<file path="src/rtl/pcie_phy_pkg.sv">
// Shared definitions for the PCIe PHY transmit path: symbol width, the COM
// idle symbol, and the serializer TX state encoding.
package pcie_phy_pkg;

  localparam int                   SYM_WIDTH = 8;
  localparam logic [SYM_WIDTH-1:0] COM_SYM   = 8'hBC;

  typedef enum logic {
    IDLE_TX = 1'b0,
    DATA_TX = 1'b1
  } tx_state_e;

endpackage

</file>
<file path="src/rtl/phy_byte_fifo.sv">
// Small synchronous FIFO buffering mux output bytes ahead of the serializer.
// Read data is the head entry, presented combinationally; a pop advances it.
module phy_byte_fifo
  import pcie_phy_pkg::*;
#(
  parameter int WIDTH = SYM_WIDTH,
  parameter int DEPTH = 2
) (
  input  logic             clk,
  input  logic             reset,
  input  logic             wr_en,
  input  logic [WIDTH-1:0] wr_data,
  input  logic             rd_en,
  output logic [WIDTH-1:0] rd_data,
  output logic             full,
  output logic             empty
);

  localparam int             PW      = (DEPTH > 1) ? $clog2(DEPTH) : 1;
  localparam int             CW      = PW + 1;
  localparam logic [CW-1:0]  DEPTH_C = CW'(DEPTH);

  logic [WIDTH-1:0] mem_q [DEPTH];
  logic [PW-1:0]    wr_ptr_q, wr_ptr_d;
  logic [PW-1:0]    rd_ptr_q, rd_ptr_d;
  logic [CW-1:0]    cnt_q, cnt_d;
  logic             do_wr, do_rd;

  assign full    = (cnt_q == DEPTH_C);
  assign empty   = (cnt_q == '0);
  assign do_wr   = wr_en && !full;
  assign do_rd   = rd_en && !empty;
  assign rd_data = mem_q[rd_ptr_q];

  // Pointer and occupancy next-state; pointers wrap naturally (DEPTH is 2^n).
  always_comb begin
    wr_ptr_d = wr_ptr_q;
    rd_ptr_d = rd_ptr_q;
    cnt_d    = cnt_q;
    if (do_wr) wr_ptr_d = wr_ptr_q + 1'b1;
    if (do_rd) rd_ptr_d = rd_ptr_q + 1'b1;
    case ({do_wr, do_rd})
      2'b10:   cnt_d = cnt_q + 1'b1;
      2'b01:   cnt_d = cnt_q - 1'b1;
      default: cnt_d = cnt_q;
    endcase
  end

  // Control state register; reset flushes the FIFO.
  always_ff @(posedge clk) begin
    if (reset) begin
      wr_ptr_q <= '0;
      rd_ptr_q <= '0;
      cnt_q    <= '0;
    end else begin
      wr_ptr_q <= wr_ptr_d;
      rd_ptr_q <= rd_ptr_d;
      cnt_q    <= cnt_d;
    end
  end

  // Storage array; contents are don't-care while empty, so no reset.
  always_ff @(posedge clk) begin
    if (do_wr) mem_q[wr_ptr_q] <= wr_data;
  end

endmodule

</file>
<file path="src/rtl/par_to_serial.sv">
// Byte-to-bit serializer for the PHY TX lane. Bytes from the mux are queued
// in a small FIFO; every WIDTH clocks a new symbol is loaded, either the FIFO
// head or the COM idle symbol, so the serial stream never stalls.
module par_to_serial
  import pcie_phy_pkg::*;
#(
  parameter int               WIDTH     = SYM_WIDTH,
  parameter int               DEPTH     = 2,
  parameter logic [WIDTH-1:0] IDLE_SYM  = WIDTH'(COM_SYM),
  parameter bit               MSB_FIRST = 1'b1
) (
  input  logic             clk,
  input  logic             reset,
  input  logic [WIDTH-1:0] data_in,
  input  logic             valid_in,
  output logic             ready,
  output logic             data_out,
  output logic             byte_start,
  output logic             is_data,
  output logic             err_overflow
);

  localparam int              CNTW     = (WIDTH > 1) ? $clog2(WIDTH) : 1;
  localparam logic [CNTW-1:0] LAST_CNT = CNTW'(WIDTH - 1);

  tx_state_e        state_q, state_d;
  logic [WIDTH-1:0] shift_q, shift_d;
  logic [CNTW-1:0]  cnt_q, cnt_d;
  logic             bstart_q, bstart_d;
  logic             err_q, err_d;

  logic [WIDTH-1:0] fifo_rd_data;
  logic             fifo_full, fifo_empty;
  logic             wr_en, rd_en, load;

  // A load edge is the last bit slot of the current symbol.
  assign load  = (cnt_q == LAST_CNT);
  assign ready = !fifo_full && !reset;
  assign wr_en = valid_in && ready;
  assign rd_en = load && !fifo_empty && !reset;

  phy_byte_fifo #(
    .WIDTH (WIDTH),
    .DEPTH (DEPTH)
  ) u_fifo (
    .clk     (clk),
    .reset   (reset),
    .wr_en   (wr_en),
    .wr_data (data_in),
    .rd_en   (rd_en),
    .rd_data (fifo_rd_data),
    .full    (fifo_full),
    .empty   (fifo_empty)
  );

  // Next-state: counter wrap, symbol load or shift, TX state and sticky error.
  always_comb begin
    state_d  = state_q;
    shift_d  = shift_q;
    bstart_d = 1'b0;
    cnt_d    = load ? '0 : cnt_q + 1'b1;
    err_d    = err_q | (valid_in && !ready && !reset);
    if (load) begin
      bstart_d = 1'b1;
      if (!fifo_empty) begin
        state_d = DATA_TX;
        shift_d = fifo_rd_data;
      end else begin
        state_d = IDLE_TX;
        shift_d = IDLE_SYM;
      end
    end else if (MSB_FIRST) begin
      shift_d = {shift_q[WIDTH-2:0], 1'b0};
    end else begin
      shift_d = {1'b0, shift_q[WIDTH-1:1]};
    end
  end

  // State register; reset aborts any partial symbol and arms a load next edge.
  always_ff @(posedge clk) begin
    if (reset) begin
      state_q  <= IDLE_TX;
      shift_q  <= '0;
      cnt_q    <= LAST_CNT;
      bstart_q <= 1'b0;
      err_q    <= 1'b0;
    end else begin
      state_q  <= state_d;
      shift_q  <= shift_d;
      cnt_q    <= cnt_d;
      bstart_q <= bstart_d;
      err_q    <= err_d;
    end
  end

  assign data_out     = MSB_FIRST ? shift_q[WIDTH-1] : shift_q[0];
  assign byte_start   = bstart_q;
  assign is_data      = (state_q == DATA_TX);
  assign err_overflow = err_q;

endmodule

</file>
<file path="config.mk">
export PLATFORM = sky130hd
export DESIGN_NAME = par_to_serial
export DESIGN_NICKNAME = d
export VERILOG_FILES = /design/src/rtl/pcie_phy_pkg.sv /design/src/rtl/phy_byte_fifo.sv /design/src/rtl/par_to_serial.sv
export SDC_FILE = /design/constraint.sdc
export NUM_CORES = 1
export LEC_CHECK = 0
export BUFFER_PORTS_ARGS = -buffer_cell sky130_fd_sc_hd__buf_2
export CAP_MARGIN = 30
export CORE_AREA = 2 2 74 76
export DETAILED_ROUTE_END_ITERATION = 7
export DIE_AREA = 0 0 76 78
export PLACE_DENSITY = 0.51
export SLEW_MARGIN = 0
export SYNTH_ARGS = -nofsm -noshare
export SYNTH_HDL_FRONTEND = slang
export SYNTH_SLANG_ARGS = --single-unit
export TNS_END_PERCENT = 50
</file>
<file path="constraint.sdc">
create_clock -name clk -period 2.8 [get_ports clk]
set_clock_uncertainty 0.2 [all_clocks]
set_input_delay 0.14 -clock clk [delete_from_list [all_inputs] [get_ports clk]]
set_output_delay 0.14 -clock clk [all_outputs]
set_load 0.005 [all_outputs]
</file>
==> results_dict.tcl <==
set metrics [dict create \
    fin_util_pct 31.6 \
    multi_input_area_um2 343 \
    grtUsageTotal_pct 7.99 \
    seq_power_share_pct 51.4 \
    antenna_found_initial 0 \
    status "completed" \
    clock_latency_ps 280 \
    dieWidth_um 76 \
    ctsHtreeMaxLevel 2 \
    crit_arrival_ps 2440 \
    p_int_mw 0.926 \
    switching_share_pct 22.5 \
    overflow 0 \
    comb_power_share_pct 12.4 \
    leakagePower_nw 0.619 \
    dieArea_um2 5930 \
    cts_tree "built" \
    cp-end-kind "flip-flop" \
    vdd_drop_max_uv 296 \
    setup_ws_ps 375 \
    ant_nets 0 \
    finalCritPeriodShare_pct 86.6 \
    min_path_type "reg2reg" \
    fmax_ghz 0.412 \
    layout-drive-gt1-share_pct 24.0 \
    finalSetupTns_ps 0 \
    crit_path_max_fanout 9 \
    dp_hpwl_mm 1.46 \
    finalHoldViolations 0 \
    clock-sinks 35 \
    drt-initial-drc-count 21 \
    cts_max_path_buffers 2 \
    ys_seq_area_share_pct 69.8 \
    syn_nets 109 \
    row_count 26 \
    dr.pass1.iters 6 \
    netlist_area_um2 1230 \
    start_kind "flip-flop" \
    wl_per_cell_um 10.9 \
    hold_buffers 10 \
    syn_inst 95 \
    post_cts.repair.setup_buffers 0 \
    synth.avg_cell_area_um2 13.0 \
    cp.required_ps 2820 \
    synth.distinct_cells 23 \
    cts_resized 0 \
    tightest_slew_ps 501 \
    yosys_warnings 0 \
    period_minus_slack_ps 2430 \
    finalNetCount 138 \
    slew_headroom_pct 66.2 \
    clk_pin_slew_ps 70 \
    synth-seq-cells 35 \
    setup_viol 0 \
    cts_buffers 5 \
    pre_cts_slack_ps 383 \
    drt-total-wl_mm 2.12 \
    finalNonFillerCells 195 \
    switchingPower_mw 0.269 \
    critPathKind "reg2reg" \
    cts_root_buffer "clkbuf_8" \
    grt_pass1_vias 761 \
    total_power_mw 1.20 \
    fp.dieH_um 78 \
    initial_utilization_pct 24.4 \
    via_per_inst 3.87 \
    fillers 499 \
    coreArea_um2 5040 \
    rsz0062_at_grt "no" \
    final_common_cell "dfxtp_1" \
    maxCapViolations 0 \
    p_per_area_nw_per_um2 750 \
    gp_congestion 0.727 \
    syn2layout_area_growth_pct 29.2 \
    io_buffers 15 \
    register_area_um2 861 \
    routed-via-count 755 \
    antenna_cells 0 \
    drt_drc_violations_left 0 \
    drv_slew 0 \
    pwr-share-clk_pct 36.2 \
    dp.cells 177 \
    grt_pass1_wl_mm 3.46 \
    io_pins 16 \
    most-common-layout-cells "19 x dfxtp_1, 16 x edfxtp_1, 15 x buf_2" \
    grt_start_max_net_pins 18 \
]
==> synth_stat cells <==
cell	instances	area (um^2)
nand2_1	5	18.8
nor4_1	1	6.26
or2_2	2	12.5
dfxtp_1	19	380
xor2_1	2	17.5
or3_1	1	6.26
buf_2	2	10.0
nor2b_1	2	12.5
and3_1	1	6.26
mux2_2	5	56.3
o21ai_0	5	25.0
o21ai_1	1	5.00
inv_1	3	11.3
edfxtp_1	16	480
nand2b_1	1	6.26
clkbuf_1	2	7.51
xnor2_1	1	8.76
mux2i_1	3	30.0
nor2_1	12	45.0
o22ai_1	5	31.3
a21oi_1	2	10.0
o211ai_1	1	7.51
ha_1	3	37.5
==> metrics by stage <==
step                area [um^2]  hold slack, ps
finish                     1590             235
global placement           1390             127
global route               1590             260
CTS                        1590             242
floorplan                  1230            38.9
detailed placement         1390             131
==> flip-flops by register name (all words and copies together), names as in the netlist, named ones only <==
register / flops
err_overflow: 1
u_fifo.rd_ptr_q: 1
shift_q: 8
u_fifo.cnt_q: 2
byte_start: 1
u_fifo.wr_ptr_q: 1
is_data: 1
u_fifo.mem_q: 16
cnt_q: 3
==> worst max-delay path: stages (launching register included) <==
cell and delay (ps):
dfxtp_1 320, ha_1 200, ha_1 290, nor2b_1 190, o21ai_0 210, inv_1 90, ha_1 350, or3_1 370
a21oi_1 140
==> per-layer routing <==
layer  vias up  global-route usage [%]  share of wire, %
li1        389                       -                 -
met1       345                    8.41                43
met2        17                    12.9                50
met3         4                    3.49               4.1
met4         0                    5.45               2.6
met5         -                       0                 0
==> power groups by stage <==
stage | registers (mW) | clock network (mW) | logic, mW
after detailed placement | 0.627 | 0 | 0.139
after global routing | 0.620 | 0.476 | 0.172
after floorplan | 0.615 | 0 | 0.105
after CTS | 0.615 | 0.446 | 0.151
after global placement | 0.624 | 0 | 0.132
final | 0.614 | 0.432 | 0.148
==> cells by family (layout without fill, tap and decap cells) <==
group	Yosys count	in the layout	synth area share, %
AOI/OAI and AO/OA	14	14	6.40
xor gates and xnor gates	3	3	2.13
and+or+nand+nor	25	25	9.24
muxes	8	8	7.00
buffers and inverters	7	37	2.34
adders and majority gates	3	3	3.05
DFF	35	35	69.8
==> final timing paths <==
| check | from | to | slack (ps) | cells past startpoint |
|---|---|---|---|---|
| setup / recovery | cnt_q[0]$_SDFF_PP1_ | u_fifo.cnt_q[1]$_SDFFE_PP0P_ | 370 | 8 |
| hold / removal | shift_q[5]$_SDFF_PP0_ | shift_q[6]$_SDFF_PP0_ | 230 | 2 |
| setup reg to reg | cnt_q[0]$_SDFF_PP1_ | u_fifo.cnt_q[1]$_SDFFE_PP0P_ | 370 | 8 |
| hold reg to reg | shift_q[5]$_SDFF_PP0_ | shift_q[6]$_SDFF_PP0_ | 230 | 2 |
==> cell type report <==
type | instances | area share [%]
Clock buffer | 5 | 4.32
Tap cell | 70 | 5.50
Multi-Input combinational cell | 53 | 21.5
Inverter | 3 | 0.707
Timing Repair Buffer | 26 | 11.5
Clock inverter | 3 | 2.44
Sequential cell | 35 | 54.0
(Power assumes the default switching activity.)
